===== config.mk =====
export PLATFORM = sky130hd
export DESIGN_NAME = lives_ctrl
export DESIGN_NICKNAME = d
export VERILOG_FILES = /design/src/rtl/game_pkg.sv /design/src/rtl/lives_ctrl_death_timer.sv /design/src/rtl/lives_ctrl.sv
export SDC_FILE = /design/constraint.sdc
export NUM_CORES = 1
export LEC_CHECK = 0
export CORE_UTILIZATION = 36
export DETAILED_ROUTE_END_ITERATION = 7
export PLACE_DENSITY_LB_ADDON = 0.05
export SLEW_MARGIN = 30
export SYNTH_ARGS = -nofsm -noshare
export SYNTH_HDL_FRONTEND = slang
export SYNTH_SLANG_ARGS = --single-unit

===== constraint.sdc =====
create_clock -name Clk -period 1.55 [get_ports Clk]
set_input_delay 0.155 -clock Clk [delete_from_list [all_inputs] [get_ports Clk]]
set_output_delay 0.155 -clock Clk [all_outputs]
set_load 0.05 [all_outputs]

===== src/rtl/game_pkg.sv =====
// Shared types and default constants for the pacman game core.
// Combinational only; nothing here adds latency.
// No flow control; pure definitions.
package game_pkg;

  typedef enum logic [1:0] {
    PLAY  = 2'd0,
    DYING = 2'd1,
    OVER  = 2'd2
  } lives_state_t;

  localparam int MAX_LIVES_DEF        = 3;
  localparam int START_LIVES_DEF      = 3;
  localparam int DEATH_HOLD_DEF       = 60;
  localparam int SCORE_W_DEF          = 16;
  localparam int EXTRA_LIFE_SCORE_DEF = 10000;

  // Saturating increment used for the lives count, on plain integers.
  function automatic int sat_inc(input int cur, input int ceiling);
    return (cur >= ceiling) ? ceiling : cur + 1;
  endfunction

endpackage


===== src/rtl/lives_ctrl_death_timer.sv =====
// Down-counter that times the DYING hold; Zero flags an expired (or idle) count.
// Load takes effect on the next edge; one decrement per cycle while Dec is high.
// No backpressure; Clear wins over Load, which wins over Dec.
module death_timer #(
  parameter int DEATH_HOLD = game_pkg::DEATH_HOLD_DEF
) (
  input  logic Clk,
  input  logic Reset,
  input  logic Clear,
  input  logic Load,
  input  logic Dec,
  output logic Zero
);

  localparam int TW = $clog2(DEATH_HOLD + 1);

  logic [TW-1:0] cnt;

  // Load the hold length minus one so the DYING phase lasts exactly DEATH_HOLD cycles.
  always_ff @(posedge Clk) begin
    if (Reset || Clear) begin
      cnt <= '0;
    end else if (Load) begin
      cnt <= TW'(DEATH_HOLD - 1);
    end else if (Dec && (cnt != '0)) begin
      cnt <= cnt - 1'b1;
    end
  end

  assign Zero = (cnt == '0);

endmodule


===== src/rtl/lives_ctrl.sv =====
// Player-lives controller: death -> hold -> respawn sequencing, game-over, optional bonus life.
// All outputs registered; each reacts one cycle after the input that triggers it.
// No backpressure; Start overrides Death and the bonus award. Bonus enabled by LIVES_EXTRA_LIFE_EN.
module lives_ctrl
  import game_pkg::*;
#(
  parameter int MAX_LIVES        = MAX_LIVES_DEF,
  parameter int START_LIVES      = START_LIVES_DEF,
  parameter int DEATH_HOLD       = DEATH_HOLD_DEF,
  parameter int SCORE_W          = SCORE_W_DEF,
  parameter int EXTRA_LIFE_SCORE = EXTRA_LIFE_SCORE_DEF
) (
  input  logic                           Clk,
  input  logic                           Reset,
  input  logic                           Start,
  input  logic                           Death,
  input  logic [SCORE_W-1:0]             Score,
  output logic [$clog2(MAX_LIVES+1)-1:0] Lives,
  output logic                           Dying,
  output logic                           Respawn,
  output logic                           Game_over,
  output logic                           Reset_game,
  output logic                           Extra_life
);

  localparam int LW = $clog2(MAX_LIVES + 1);

  lives_state_t state;
  logic         award;
  logic         tmr_load;
  logic         tmr_dec;
  logic         tmr_zero;
  logic [LW-1:0] lives_inc;

`ifdef LIVES_EXTRA_LIFE_EN
  logic bonus_taken;

  assign award = !bonus_taken && (Score >= SCORE_W'(EXTRA_LIFE_SCORE)) && (state != OVER);

  // One bonus per game: consumed on award, re-armed only by Start.
  always_ff @(posedge Clk) begin
    if (Reset) begin
      bonus_taken <= 1'b0;
      Extra_life  <= 1'b0;
    end else if (Start) begin
      bonus_taken <= 1'b0;
      Extra_life  <= 1'b0;
    end else begin
      Extra_life <= award;
      if (award) bonus_taken <= 1'b1;
    end
  end
`else
  logic score_unused;

  assign award        = 1'b0;
  assign Extra_life   = 1'b0;
  assign score_unused = (^Score) ^ (EXTRA_LIFE_SCORE != 0);
`endif

  assign lives_inc = LW'(sat_inc(int'(Lives), MAX_LIVES));

  // Timer control: arm on a survivable death in PLAY, count down while DYING.
  always_comb begin
    tmr_load = 1'b0;
    tmr_dec  = 1'b0;
    if (!Start) begin
      tmr_load = (state == PLAY) && Death && (award || (Lives > LW'(1)));
      tmr_dec  = (state == DYING) && !tmr_zero;
    end
  end

  death_timer #(
    .DEATH_HOLD (DEATH_HOLD)
  ) u_death_timer (
    .Clk   (Clk),
    .Reset (Reset),
    .Clear (Start),
    .Load  (tmr_load),
    .Dec   (tmr_dec),
    .Zero  (tmr_zero)
  );

  // Lives register and game FSM; a death with a same-cycle award nets out to no change.
  always_ff @(posedge Clk) begin
    if (Reset) begin
      state      <= PLAY;
      Lives      <= LW'(START_LIVES);
      Dying      <= 1'b0;
      Respawn    <= 1'b0;
      Game_over  <= 1'b0;
      Reset_game <= 1'b0;
    end else begin
      Respawn    <= 1'b0;
      Reset_game <= 1'b0;
      if (Start) begin
        state     <= PLAY;
        Lives     <= LW'(START_LIVES);
        Dying     <= 1'b0;
        Game_over <= 1'b0;
      end else begin
        case (state)
          PLAY: begin
            if (Death) begin
              if (award || (Lives > LW'(1))) begin
                state <= DYING;
                Dying <= 1'b1;
                Lives <= award ? Lives : Lives - 1'b1;
              end else begin
                state      <= OVER;
                Lives      <= '0;
                Game_over  <= 1'b1;
                Reset_game <= 1'b1;
              end
            end else if (award) begin
              Lives <= lives_inc;
            end
          end
          DYING: begin
            if (award) Lives <= lives_inc;
            if (tmr_zero) begin
              state   <= PLAY;
              Dying   <= 1'b0;
              Respawn <= 1'b1;
            end
          end
          OVER: begin
            Game_over <= 1'b1;
          end
          default: begin
            state <= PLAY;
          end
        endcase
      end
    end
  end

endmodule


==> summary by stage, run 1 <==
Pwr
Dividing total power by cell area gives a power density of 856 nW/µm². For this design the static power due to leakage is 0.000331 µW. IR analysis of the VDD net gives a maximum drop of 0.457 mV.

Synth
Of the synthesized area, sequential elements account for 43.7%. Counting every net in the synthesized netlist gives 91. The post-synthesis cell count is 69. For this run, the number of Yosys warnings is 0. In the synthesized netlist, the cells that appear most often are sky130_fd_sc_hd__dfxtp_1, sky130_fd_sc_hd__a21oi_1, sky130_fd_sc_hd__nor2_1. After synthesis, the share of flip-flops with an asynchronous set or reset is 0%. The top-area cell type share of the netlist area is 43.7%. In the synthesized netlist the dominant register cell turns out to be sky130_fd_sc_hd__dfxtp_1.

By area the synthesized netlist is led by sky130_fd_sc_hd__dfxtp_1, sky130_fd_sc_hd__a21oi_1, sky130_fd_sc_hd__ha_1. Counting flops with a built-in enable in the synthesized netlist gives 0. The mapped netlist covers 641 µm².

In the post-synthesis netlist, the cell with the most instances is sky130_fd_sc_hd__dfxtp_1. The synthesized area divided by synthesized cell count is 9.28 µm². The synthesized design contains 14 register bits.

The largest total area in the synthesized netlist belongs to sky130_fd_sc_hd__dfxtp_1. The number of distinct standard cells referenced by the synthesized netlist is 28.

Worst setup path
The critical path buffer and inverter count is 0. The largest driver fanout on the critical path is 3. The largest stage delay on the critical path is 0.53 ns.

The timing startpoint of the critical path is u_death_timer.cnt[0]. In this design, the largest share of critical-path delay is due to simple AND/OR/NAND/NOR gates. The standard cell with the maximum stage delay on the critical path is sky130_fd_sc_hd__or4_4. The endpoint kind of the worst setup timing path is a flop.

In this run the critical register-to-register path is captured at u_death_timer.cnt[5]. Counting cells, the worst reg-to-reg path comes to 4. The startpoint identified for the worst register-to-register timing path is u_death_timer.cnt[0]. The critical path goes through or4_4, nor4_2, mux2i_1, a21oi_2.

STA puts the critical path data arrival time at 1.66 ns. The worst endpoint required time is 1.72 ns. The number of stages on the worst setup path is 4. The class of the most critical setup path is reg -> reg.

The worst setup path endpoint is u_death_timer.cnt[5]. The worst setup path is launched from a flop. The register-to-register path setup slack is 0.05 ns.

Clock tree
The maximum buffer depth of the clock tree is 2. TritonCTS built the clock tree. The clock insertion delay at the later pin of the skew report is 0.28 ns.

After clock tree synthesis, the clock-pin slew on the worst setup and hold paths is 0.08 ns. The clock drives 14 sinks. Counting the buffers created by CTS gives 3. The H-tree depth is 1. The cell sitting at the root of the clock tree is a sky130_fd_sc_hd__clkbuf_4.

Timing
The number of slew-limit violations in the final report came to 0. On the final layout, the worst clock skew is 0.00411 ns. The maximum operating frequency is 668 MHz. Dividing the final minimum period by the clock period gives 96.5%. The clock period could shrink to 1.50 ns.

Setup repair after global routing left no endpoint under its margin. The setup violation total in the final timing report is 0. Hold timing on the final database bottoms out at a slack of 0.457 ns. The final hold violation count came to 0.

Cells and area
The post-route non-filler standard cell count is 103. The combined flip-flop and latch cell area is 282 µm². Relative to the synthesized area, the layout overhead comes to 28.1%. The layout has 156 filler cells. In the final layout, the share of cells above drive strength 1 is 35.6%.

The cell area after layout is 821 µm². 0 antenna diodes ended up in the layout. The combined area of the multi-input logic cells is 347 µm².

At the end of the flow, the number of nets in the layout was 111. The utilization after layout is 52.1%.

GRT
For met3 alone, demand over resource in global routing was 7.35%. The total global routing track utilization is 14.8%. In the global route stage, met2 resource usage came out at 22.6%. The first global-routing pass estimated 1990 µm of wire. The initial antenna violation count is 0. The layer flagged by global routing as most heavily used is met2. Global routing finished with a remaining overflow of 0. The pin count of the biggest net entering global routing is 9. The via count of the first global-routing pass is 469.

For met1 alone, demand over resource in global routing was 17.1%.

Floorplan
The die width is 44.2 µm. The initial standard-cell utilization of the core is 40.6%. The die boundary height is 44.2 µm. The cell row count is 14. After floorplanning, the core was sized to cover 1580 µm². The number of ports placed on the die boundary is 27.

The die covers 1950 µm².

Hold path
The path class of the tightest hold or removal check is in -> reg.

Route
In this run the remaining antenna-violating nets after routing total 0. The number of DRC markers after the initial detailed-route iteration is 1. The pre-antenna-repair detailed-routing pass consisted of 2 iterations. The total via count after detailed routing is 518. After detailed routing, the number of remaining DRC violations is 0. The mean number of vias per cell is 5.03. The routed design has 1170 µm of wire. The wire length per cell after detailed routing is 11.4 µm.

Placed design
After detailed placement, the total cell area comes to 777 µm². The cell count after placement is 99. The global placer's final weighted congestion is 0.741. The total of buffers placed on input and output ports is 9. Once detailed placement completed, the half-perimeter wirelength came to 907 µm.

Run status
The flow ran to the end, and the final reports show no timing, DRC or antenna violations.

Job
Max-cap violations in this run came to 0.
-- per-stage QoR --
stage                     power, µW  worst slack, ns  setup TNS [ns]
after floorplan                 465           0.0542               0
after global placement          506           -0.104          -0.104
after detailed placement        506           -0.119          -0.119
after CTS                       710           0.0232               0
after global routing            750          0.00231               0
final                           703           0.0540               0
-- worst reg2reg max path, delay by kind of cell, from the launching register on --
kind / cells / cell delay [ns]
AND/OR/NAND/NOR: 2 / 0.73
AO/OA/AOI/OAI: 1 / 0.07
flip-flops: 1 / 0.34
multiplexers: 1 / 0.25
-- report_power, final --
| part | total, µW | switching (µW) | internal, µW |
|---|---|---|---|
| combinational | 124 | 65.7 | 57.9 |
| sequential | 380 | 9.95 | 370 |
| clock | 199 | 109 | 90.1 |
| total | 703 | 184 | 518 |
-- state kept, by name (all words and copies together), names as in the netlist --
register	flops
u_death_timer.cnt	6
Reset_game	1
Dying	1
state	2
Game_over	1
Lives	2
Respawn	1
-- routing by layer --
| layer | wire length, µm | part of all wire [%] | up-vias |
|---|---|---|---|
| met5 | 0 | 0 | - |
| met4 | 15 | 1.3 | 0 |
| met3 | 58 | 4.9 | 2 |
| met2 | 526 | 45 | 10 |
| met1 | 573 | 49 | 229 |
| li1 | - | - | 277 |
-- layout by cell type, fill, tap and decap left out, types with 2 or more instances in the layout --
cell / Yosys / layout
sky130_fd_sc_hd__a21oi_1: 7 / 7
sky130_fd_sc_hd__nor2b_1: 2 / 2
sky130_fd_sc_hd__or2_2: 2 / 2
sky130_fd_sc_hd__dfxtp_1: 14 / 13
sky130_fd_sc_hd__mux2i_1: 2 / 2
sky130_fd_sc_hd__inv_2: 0 / 2
sky130_fd_sc_hd__o21ai_0: 2 / 2
sky130_fd_sc_hd__nor2_1: 6 / 6
sky130_fd_sc_hd__inv_1: 4 / 2
sky130_fd_sc_hd__clkdlybuf4s50_1: 0 / 3
sky130_fd_sc_hd__nand3_1: 3 / 3
sky130_fd_sc_hd__clkbuf_4: 0 / 3
sky130_fd_sc_hd__nor3_1: 2 / 2
sky130_fd_sc_hd__nor4_2: 2 / 2
sky130_fd_sc_hd__xnor2_1: 2 / 2
sky130_fd_sc_hd__buf_4: 1 / 14
sky130_fd_sc_hd__nand2_1: 4 / 4
sky130_fd_sc_hd__a21oi_2: 2 / 2
-- cells by family (layout without fill, tap and decap cells) --
logic type / Yosys count / count (layout) / share of synthesized area, %
adder cells (fa/ha/maj): 2 / 2 / 3.91
AO/OA/AOI/OAI: 14 / 14 / 14.1
other: 1 / 1 / 0.585
AND/OR/NAND/NOR: 26 / 26 / 24.0
flip-flops: 14 / 14 / 43.8
buffers and inverters: 6 / 24 / 4.10
multiplexers: 3 / 3 / 5.47
XOR/XNOR: 3 / 3 / 4.10
-- layout make-up --
| cell class | count | share of cell area (%) |
|---|---|---|
| clock buffers | 3 | 2.74 |
| inverters | 4 | 1.83 |
| multi-input cells | 49 | 42.2 |
| flip-flops and latches | 14 | 34.3 |
| well taps | 16 | 2.44 |
| repair buffers | 17 | 16.5 |
-- what timing repair did --
item | in CTS | in global routing
resized for setup | 0 | 5
endpoints found under the hold margin | 0 | 0
hold buffers | 0 | 0
endpoints found under the setup margin | 0 | 2
setup buffers | 0 | 1
-- worst min-delay path by stage --
stage / depth (start not counted) / slack, ns / to / startpoint
finish: 2 / 0.46 / state[0] / Reset
global route: 2 / 0.45 / state[0] / Reset
CTS: 2 / 0.45 / state[0] / Reset
detailed placement: 2 / 0.45 / Dying / Dying
global placement: 2 / 0.44 / Dying / Dying
floorplan: 1 / 0.23 / state[0] / Reset
No activity file was read; power rests on OpenSTA's default activity.
==> run 2: changes to the inputs <==
--- a/config.mk
+++ b/config.mk
@@ -8,6 +8,7 @@
 export CORE_UTILIZATION = 36
 export DETAILED_ROUTE_END_ITERATION = 7
 export PLACE_DENSITY_LB_ADDON = 0.05
+export RECOVER_POWER = 100
 export SLEW_MARGIN = 30
 export SYNTH_ARGS = -nofsm -noshare
 export SYNTH_HDL_FRONTEND = slang
==> run 2 against run 1 <==
  * Die area unchanged
  * Via count fell by 0.19%
  * Final cell count stayed put
  * Sequential power barely moved
  * Critical endpoint unchanged
  * Highest routed layer unchanged
==> summary by stage, run 2 (synthesized netlist as in run 1, its figures left out) <==
Hold path
The type of the worst min-delay path is in -> reg.

Timing
The transition time at the pin with the least slew margin is 0.594 ns. The post-layout worst setup margin is 0.0441 ns (-0.00990 ns). The period utilization came to 97.2% (+0.64 points). Measured against its own limit, the worst slew margin works out to 60.6%. The setup violation total in the final timing report is 0 (unchanged).

The maximum operating frequency is 664 MHz (-0.66%). The final critical path time including I/O delays and setup is 1.51 ns (+0.00990 ns). The number of slew-limit violations in the final report is 0 (unchanged). Setup repair after global routing left no endpoint under its margin.

The final worst clock skew was 0.00403 ns (-0.0000725 ns). The final hold violation count came to 0 (unchanged).

GRT
The initial antenna violation count is 0 (unchanged). The total congestion overflow is 0 (unchanged). The first-pass GRT wire length is 1990 µm (unchanged). The total global routing track utilization came to 14.8% (unchanged). The pin count of the biggest net entering global routing is 9 (unchanged). The via count of the first global-routing pass is 469 (unchanged).

Route
The iteration count of the initial detailed-routing pass came to 4 (+2). The number of DRC markers after the initial detailed-route iteration is 5 (+4). The total via count after detailed routing was 517 (-0.19%). The wire length per cell after detailed routing is 11.6 µm (+1.4%).

The routed wire length was 1190 µm (+1.4%). The mean number of vias per cell is 5.02 (-0.19%). The count of unresolved DRC violations after routing is 0 (unchanged). The count of antenna-violating nets left after detailed routing came to 0 (unchanged).

Worst setup path
The critical path is of the reg -> reg type. The largest driver fanout on the critical path is 3 (unchanged). The worst endpoint data arrival time is 1.67 ns (about the same).

The worst endpoint required time is 1.72 ns (about the same). The endpoint kind of the worst setup timing path is a flop. The startpoint type of the worst setup path is a flop.

Clock tree
The H-tree depth is 1 (unchanged). The total CTS buffers is 3 (unchanged). The clock insertion delay at the later pin of the skew report is 0.28 ns (about the same). The total clock sinks was 14 (unchanged). The maximum buffer depth of the clock tree came to 2 (unchanged). The TritonCTS clock tree is built.

The hold buffer count at cts is 0 (unchanged). The clock edge transition at the registers on the reported setup and hold paths is 0.08 ns (about the same). The root buffer cell chosen for the clock tree is sky130_fd_sc_hd__clkbuf_4.

Floorplan
The initial standard-cell utilization of the core was 40.6% (unchanged). The core area was 1580 µm² (unchanged). The number of ports placed on the die boundary is 27 (unchanged). The die footprint came to 1950 µm² (unchanged). The die width is 44.2 µm (unchanged). The die boundary height is 44.2 µm (unchanged).

The cell row count is 14 (unchanged).

Run status
The flow ran to the end, and the final reports show no timing, DRC or antenna violations.

Cells and area
The register name with the most flops is u_death_timer.cnt. The post-route non-filler standard cell count is 103 (unchanged). The library cells used most frequently in the layout, excluding fill and tap cells, are sky130_fd_sc_hd__dfxtp_1, sky130_fd_sc_hd__clkbuf_1, sky130_fd_sc_hd__a21oi_1.

The fraction of final layout cells sized beyond drive strength 1 is 23.0% (-13 points). The count of inserted antenna diode cells is 0 (unchanged). The number of nets in the finished design was 111 (unchanged). The most common cell after layout, fill and taps aside is sky130_fd_sc_hd__dfxtp_1. The flip-flop count of the largest register, all copies and words added is 6 (unchanged). From synthesis to final layout, the design area changed by 21.5%.

In the final layout, the registers with the most flip-flops are u_death_timer.cnt: 6 flops, Lives: 2 flops, state: 2 flops.

Pwr
The leakage power total is 0.000290 µW (-12%). The highest ir drop seen on vdd is 0.451 mV (-1.4%). The total power per unit cell area was 890 nW/µm² (+4.0%).

Job
The number of violations of the max-capacitance limit is 0 (unchanged).

Placed design
The global placer's final weighted congestion is 0.741 (unchanged). The total of buffers placed on input and output ports is 9 (unchanged). The worst slack after detailed placement is -0.119 ns (unchanged). The cell count after placement came to 99 (unchanged). The half-perimeter wire length after detailed placement came to 907 µm (unchanged).
## run 2: what timing repair did
action,CTS,global route
setup endpoints to repair,0,2
gates resized for setup,0,5
setup buffers,0,1
hold endpoints to repair,0,0
## run 2: metal layers
metal / GRT usage (%) / share of wire [%]
met1: 17.1 / 50
met2: 22.6 / 44
met3: 7.35 / 5.0
met4: 7.27 / 1.3
met5: 0 / 0
## run 2: path summary, 6_finish.rpt
| kind | endpoint | start | slack, ns | cells after the start |
|---|---|---|---|---|
| hold / removal | state[0] | Reset | 0.46 | 2 |
| setup reg to reg | u_death_timer.cnt[5] | u_death_timer.cnt[0] | 0.04 | 4 |
| hold reg to reg | Dying | Dying | 0.46 | 2 |
| setup / recovery | u_death_timer.cnt[5] | u_death_timer.cnt[0] | 0.04 | 4 |
## run 2: final cells by class
class                           count  area (µm²)
Fill cell                         165         798
Multi-Input combinational cell     49         338
Sequential cell                    14         282
Timing Repair Buffer               17         101
Clock buffer                        3        22.5
Tap cell                           16        20.0
Inverter                            4        15.0
## run 2: worst max-delay path, stage by stage (launching register included)
cell,delay (ns)
sky130_fd_sc_hd__dfxtp_2,0.34
sky130_fd_sc_hd__or4_4,0.53
sky130_fd_sc_hd__nor4_2,0.21
sky130_fd_sc_hd__mux2i_1,0.25
sky130_fd_sc_hd__a21oi_2,0.07
## run 2: power by group
part	total [µW]	switching, µW	leakage (µW)	internal [µW]
clock	199	109	0.0000138	90.1
sequential	380	9.88	0.000114	370
combinational	114	64.6	0.000162	49.3
total	693	183	0.000290	510
## run 2: metrics by stage
stage	power (µW)	cell area, µm²	hold slack (ns)	utilization, %	TNS, ns
after floorplan	465	641	0.228	-	0
after global placement	506	777	0.438	49.3	-0.104
after detailed placement	506	777	0.450	49.3	-0.119
after CTS	710	800	0.449	50.7	0
after global routing	740	778	0.451	49.4	0
final	693	778	0.459	49.4	0
